File: src/rtl/usb_rx_phy.sv
// -----------------------------------------------------------------------------
// usb_rx_phy
//
// Receive half of a USB full/low-speed PHY back end.  Samples the line once per
// bit time (bit_en), NRZI-decodes it, hunts for the sync pattern, strips stuffed
// bits, assembles bytes LSB-first and reports packet framing and stuffing errors.
//
// Parameters
//   SYNC_ZEROS : minimum run of decoded 0s that must precede the decoded 1
//                closing the sync field.
//   STUFF_LEN  : run of decoded 1s after which the next bit is a stuffed bit.
//
// Ports
//   clk        in   1  rising-edge clock for all state
//   rst        in   1  asynchronous active-low reset
//   bit_en     in   1  one-clk sample strobe per bit time
//   rxd        in   1  received line level (1 = J, 0 = K), ignored during SE0
//   se0        in   1  single-ended-zero line state
//   DataIn_o   out  8  last fully received byte (held until the next one)
//   RxValid_o  out  1  one-clk pulse when DataIn_o is updated
//   RxActive_o out  1  high from sync detect until the end of EOP
//   RxError_o  out  1  one-clk pulse on a bit-stuff violation
// -----------------------------------------------------------------------------
module usb_rx_phy #(
    parameter int SYNC_ZEROS = 6,
    parameter int STUFF_LEN  = 6
) (
    input  logic       clk,
    input  logic       rst,
    input  logic       bit_en,
    input  logic       rxd,
    input  logic       se0,
    output logic [7:0] DataIn_o,
    output logic       RxValid_o,
    output logic       RxActive_o,
    output logic       RxError_o
);

    localparam int ZW = $clog2(SYNC_ZEROS + 1);
    localparam int OW = $clog2(STUFF_LEN + 1);

    typedef enum logic [1:0] {
        ST_IDLE = 2'd0,
        ST_DATA = 2'd1,
        ST_ERR  = 2'd2,
        ST_EOP  = 2'd3
    } state_t;

    state_t          state_reg,    state_next;
    logic            last_rxd_reg, last_rxd_next;
    logic [ZW-1:0]   zero_cnt_reg, zero_cnt_next;
    logic [OW-1:0]   ones_cnt_reg, ones_cnt_next;
    logic [2:0]      bit_cnt_reg,  bit_cnt_next;
    logic [7:0]      shift_reg,    shift_next;
    logic [7:0]      data_reg,     data_next;
    logic            valid_reg,    valid_next;
    logic            active_reg,   active_next;
    logic            error_reg,    error_next;

    // NRZI: no transition means a 1, a transition means a 0.
    logic       dec_bit;
    logic [7:0] byte_shifted;

    assign dec_bit = (rxd == last_rxd_reg);

    // Bytes arrive LSB-first, so each kept bit enters at the top and the
    // register slides right; after 8 kept bits bit 0 holds the first bit.
    genvar gi;
    generate
        for (gi = 0; gi < 7; gi++) begin : g_shift
            assign byte_shifted[gi] = shift_reg[gi + 1];
        end
    endgenerate
    assign byte_shifted[7] = dec_bit;

    // -------------------------------------------------------------------------
    // State register
    // -------------------------------------------------------------------------
    always_ff @(posedge clk or negedge rst) begin
        if (!rst) begin
            state_reg    <= ST_IDLE;
            last_rxd_reg <= 1'b1;
            zero_cnt_reg <= '0;
            ones_cnt_reg <= '0;
            bit_cnt_reg  <= '0;
            shift_reg    <= '0;
            data_reg     <= 8'h00;
            valid_reg    <= 1'b0;
            active_reg   <= 1'b0;
            error_reg    <= 1'b0;
        end else begin
            state_reg    <= state_next;
            last_rxd_reg <= last_rxd_next;
            zero_cnt_reg <= zero_cnt_next;
            ones_cnt_reg <= ones_cnt_next;
            bit_cnt_reg  <= bit_cnt_next;
            shift_reg    <= shift_next;
            data_reg     <= data_next;
            valid_reg    <= valid_next;
            active_reg   <= active_next;
            error_reg    <= error_next;
        end
    end

    // -------------------------------------------------------------------------
    // Next-state and output logic
    // -------------------------------------------------------------------------
    always_comb begin
        state_next    = state_reg;
        last_rxd_next = last_rxd_reg;
        zero_cnt_next = zero_cnt_reg;
        ones_cnt_next = ones_cnt_reg;
        bit_cnt_next  = bit_cnt_reg;
        shift_next    = shift_reg;
        data_next     = data_reg;
        valid_next    = 1'b0;
        active_next   = active_reg;
        error_next    = 1'b0;

        if (bit_en) begin
            // SE0 leaves the line in J once it ends, so the decoder reference
            // is reset to J rather than to the ignored rxd value.
            last_rxd_next = se0 ? 1'b1 : rxd;

            case (state_reg)
                ST_IDLE: begin
                    if (!se0) begin
                        if (dec_bit) begin
                            if (zero_cnt_reg >= ZW'(SYNC_ZEROS)) begin
                                state_next    = ST_DATA;
                                active_next   = 1'b1;
                                // The 1 closing the sync already counts
                                // toward the stuffing run.
                                ones_cnt_next = OW'(1);
                                bit_cnt_next  = '0;
                            end
                            zero_cnt_next = '0;
                        end else if (zero_cnt_reg < ZW'(SYNC_ZEROS)) begin
                            zero_cnt_next = zero_cnt_reg + ZW'(1);
                        end
                    end
                end

                ST_DATA: begin
                    if (se0) begin
                        // Any partial byte is dropped without a pulse.
                        state_next = ST_EOP;
                    end else if (ones_cnt_reg == OW'(STUFF_LEN)) begin
                        // Stuff position: a 0 is discarded, a 1 is illegal.
                        if (dec_bit) begin
                            error_next = 1'b1;
                            state_next = ST_ERR;
                        end else begin
                            ones_cnt_next = '0;
                        end
                    end else begin
                        shift_next    = byte_shifted;
                        ones_cnt_next = dec_bit ? ones_cnt_reg + OW'(1) : '0;
                        bit_cnt_next  = bit_cnt_reg + 3'd1;
                        if (bit_cnt_reg == 3'd7) begin
                            data_next  = byte_shifted;
                            valid_next = 1'b1;
                        end
                    end
                end

                ST_ERR: begin
                    if (se0) begin
                        state_next = ST_EOP;
                    end
                end

                ST_EOP: begin
                    // The first non-SE0 bit ends the packet and is not used
                    // as part of the next sync hunt.
                    if (!se0) begin
                        state_next    = ST_IDLE;
                        active_next   = 1'b0;
                        zero_cnt_next = '0;
                    end
                end

                default: begin
                    state_next = ST_IDLE;
                end
            endcase
        end
    end

    assign DataIn_o   = data_reg;
    assign RxValid_o  = valid_reg;
    assign RxActive_o = active_reg;
    assign RxError_o  = error_reg;

endmodule
File: config.mk
export PLATFORM = sky130hd
export DESIGN_NAME = usb_rx_phy
export DESIGN_NICKNAME = d
export VERILOG_FILES = /design/src/rtl/usb_rx_phy.sv
export SDC_FILE = /design/constraint.sdc
export NUM_CORES = 1
export LEC_CHECK = 0
export ABC_AREA = 1
export BUFFER_PORTS_ARGS = -buffer_cell sky130_fd_sc_hd__buf_4
export CORE_AREA = 5 5 51 75
export DETAILED_ROUTE_END_ITERATION = 10
export DIE_AREA = 0 0 56 80
export GPL_TIMING_DRIVEN = 0
export PLACE_DENSITY = 0.71
export SLEW_MARGIN = 20
export SYNTH_ARGS = -nofsm -noshare
export SYNTH_HDL_FRONTEND = slang
export SYNTH_SLANG_ARGS = --single-unit
export TNS_END_PERCENT = 5
File: constraint.sdc
create_clock -name clk -period 1.9 [get_ports clk]
set_input_delay 0.19 -clock clk [delete_from_list [all_inputs] [get_ports clk]]
set_output_delay 0.19 -clock clk [all_outputs]
set_load 0.02 [all_outputs]
==> summary.md <==
| Metric | Value |
|---|---|
| Req. time, crit path | `2.11 ns` |
| Top cell by count, worst path | `nand2_1` |
| Area leader, netlist | `dfrtp_1` |
| Post-synth top cells | `nand2_1 (58), dfrtp_1 (29), inv_1 (24), o21ai_0 (14), nor2_1 (12)` |
| TNS Setup | `0 ns` |
| CTS root buf | `clkbuf_8` |
| Placed inst area | `0.001749 mm²` |
| Area growth from synthesis to layout | `16.64%` |
| Vias | `1273` |
| Post-synthesis sequential area ratio | `47.40%` |
| Worst-margin pin slew | `0.3742 ns` |
| Worst path bufs/invs | `2` |
| EDFF count, synth | `0` |
| Crit-path cells | `inv_1 > ha_1 > nand2_1 > inv_1 > nor2_1 > nand3_1 > nor2_1 > nand2_1 > nand2_1` |
| Max reg flops | `8` |
| YS warnings | `0` |
| Most area-consuming cells after synthesis | `dfrtp_1 (46%), nand2_1 (14%), ha_1 (7.9%)` |
| Final HPWL DP | `2.368 mm` |
| Outcome | `complete, no violations` |
| GRT Overall Usage | `15.71%` |
| Fin. Hold Viols | `0` |
| Fmax | `0.6112 GHz` |
| Clock transition at path regs | `0.06 ns` |
| CP top delay family | `simple AND/OR/NAND/NOR gates` |
| Synth Area per Inst | `8.439 µm²` |
| Post-synthesis mux area share | `0%` |
| First-pass GRT wire length | `5.575 mm` |
| Endpoints failing setup | `0` |
| Slowest stage delay, CP | `0.40 ns` |
| Max-slew violations | `0` |
| Synth Area in Simple Gates | `24.92%` |
| Post-Route WL | `3.042 mm` |
| Synth Register Bits | `30` |
| Number of max-cap violations | `0` |
| Vias in the first global route | `1361` |
| CTS Buf Count | `5` |
| Async SR Flop Fraction | `100.0%` |
| Min-Delay Path Class | `primary input to flip-flop` |
| Clock Latency Late Sink | `0.28 ns` |
| Synth Area in Adders | `7.886%` |
| Reg-to-reg slack, setup | `0.26 ns` |
| Share of cells above drive strength 1 | `20.28%` |
| CP Class | `flip-flop to flip-flop` |
| Finished Cell Area | `0.001851 mm²` |
| Largest net degree at the start of global routing | `31` |
| Die width | `56 µm` |
| CORE AREA | `0.003097 mm²` |
| Synth Area in Compound Gates | `12.30%` |
| Mapped Nets | `203` |
| Initial Util | `51.23%` |
| Num ports | `16` |
| Final Power | `0.002267 W` |
| Yosys cell types | `21` |
| RePlAce Congestion | `0.8437` |
| DR DRC count | `0` |
| Critical Path AT | `1.85 ns` |
| Most common cell in the netlist | `nand2_1` |
| Leak | `1.025 nW` |
| Critical path launch point type | `flip-flop` |
| Final clock period utilization by the worst path | `86.11%` |
| Worst slack, placed | `0.2800 ns` |
| Post-synthesis xor/xnor area fraction | `0.5521%` |
| PwrDens | `1225 mW/mm²` |
| Synthesized instance count | `188` |
| CTS tree | `yes` |
| Largest family of logic cells by synthesized area | `simple AND/OR/NAND/NOR gates` |
| Cell area after synthesis | `0.001587 mm²` |
| Buffers from clock root to sink, at most | `2` |
| Worst Path Max Fanout | `6` |
| Initial antenna violation count | `0` |
| Top FF cell, synth | `dfrtp_1` |
| Grt total ovfl | `0` |
| Sink Count | `30` |
| Die Y | `80 µm` |
| FP Rows | `25` |
| DRT iter0 DRCs | `31` |
| Max-slew headroom | `75.05%` |
| DRT Pass-1 Iters | `4` |
| Core Util, Final | `59.76%` |
| CP max stage cell | `dfrtp_1` |
| Fin nets | `226` |
| Vias per cell | `5.052` |
| Die area | `0.004480 mm²` |
| IO buf count | `15` |
| Remaining antenna violation count | `0` |
| Top cell type's share of synthesized area | `45.74%` |
| Max H-tree Level | `2` |
| Routed wire per std cell | `12.07 µm` |
| # diodes | `0` |
| Crit end category | `flip-flop` |
| VDD IR-drop max | `0.0008557 V` |
| Number of fill cells | `283` |
| Fin worst setup slack | `0.2639 ns` |
| RSZ-0062 raised after global routing | `false` |
| Final Skew | `0.005856 ns` |
| Minimum clock period | `1.636 ns` |
-- layout make-up --
| cell class | count | area (µm²) | share of cell area, % |
|---|---|---|---|
| inverter | 25 | 93.84 | 5.071 |
| clock inverter | 1 | 5.005 | 0.2705 |
| multi-input combinational | 131 | 724.4 | 39.15 |
| tap | 40 | 50.05 | 2.705 |
| clock buffer | 7 | 86.33 | 4.665 |
| sequential | 30 | 752.0 | 40.64 |
| buffer | 2 | 16.27 | 0.8790 |
| timing repair buffer | 16 | 122.6 | 6.626 |
-- kinds of logic (layout without fill, tap and decap cells) --
kind of cell / Yosys count / count (layout)
flops: 30 / 30
compound gates: 30 / 30
simple gates: 90 / 90
fa+ha+maj: 10 / 10
xor+xnor: 1 / 1
buf+inv: 27 / 51
-- worst min-delay path, delay by kind of cell --
family,cells,cell delay [ns]
buffers and inverters,2,0.18
AOI/OAI and AO/OA,1,0.05
-- routing by layer --
metal  wire [µm]  part of all wire (%)  global-route usage (%)
met4          70                   2.3                   7.838
met1        1199                    39                   15.95
met3         114                   3.7                   3.722
met2        1657                    54                   29.39
met5           0                     0                       0
-- what timing repair did --
item                      CTS  global route
gates resized for setup     0             0
hold buffers                1             0
buffers inserted            0             0
hold endpoints to repair   29             0
-- power breakdown --
part / switching, W / internal [W] / total (W)
clock: 0.000228 / 0.000292 / 0.000519
combinational: 0.000529 / 0.000294 / 0.000823
sequential: 0.000116 / 0.000809 / 0.000925
total: 0.000873 / 0.00139 / 0.00227
-- path summary, 6_finish.rpt --
kind | start | endpoint | cells past startpoint
min | bit_en | last_rxd_reg$_DFFE_PN1P_ | 3
max reg2reg | state_reg[1]$_DFFE_PN0P_ | bit_cnt_reg[2]$_DFFE_PN0P_ | 9
min in group asynchronous | rst | RxError_o$_DFF_PN0_ | 2
max | state_reg[1]$_DFFE_PN0P_ | bit_cnt_reg[2]$_DFFE_PN0P_ | 9
max in group asynchronous | rst | last_rxd_reg$_DFFE_PN1P_ | 2
min reg2reg | bit_cnt_reg[1]$_DFFE_PN0P_ | bit_cnt_reg[1]$_DFFE_PN0P_ | 2
-- metrics by stage --
stage	hold slack, ns	cells
2_1_floorplan	-0.1056	188
3_3_place_gp	0.1335	243
3_5_place_dp	0.1385	243
4_1_cts	0.1372	252
5_1_grt	0.1528	252
6_report	0.1443	252
-- placed cells by master (no fill, tap or decap), types with 3 or more instances in the layout --
master and instances:
clkbuf_8 6, nand2_1 58, nor2_1 12, a21oi_1 3
nand2_2 3, o21ai_2 10, ha_1 10, inv_1 24
buf_4 15, o21ai_0 14, nand3_1 11, dfrtp_1 29
Note: power is estimated with default switching activity, not from simulation.
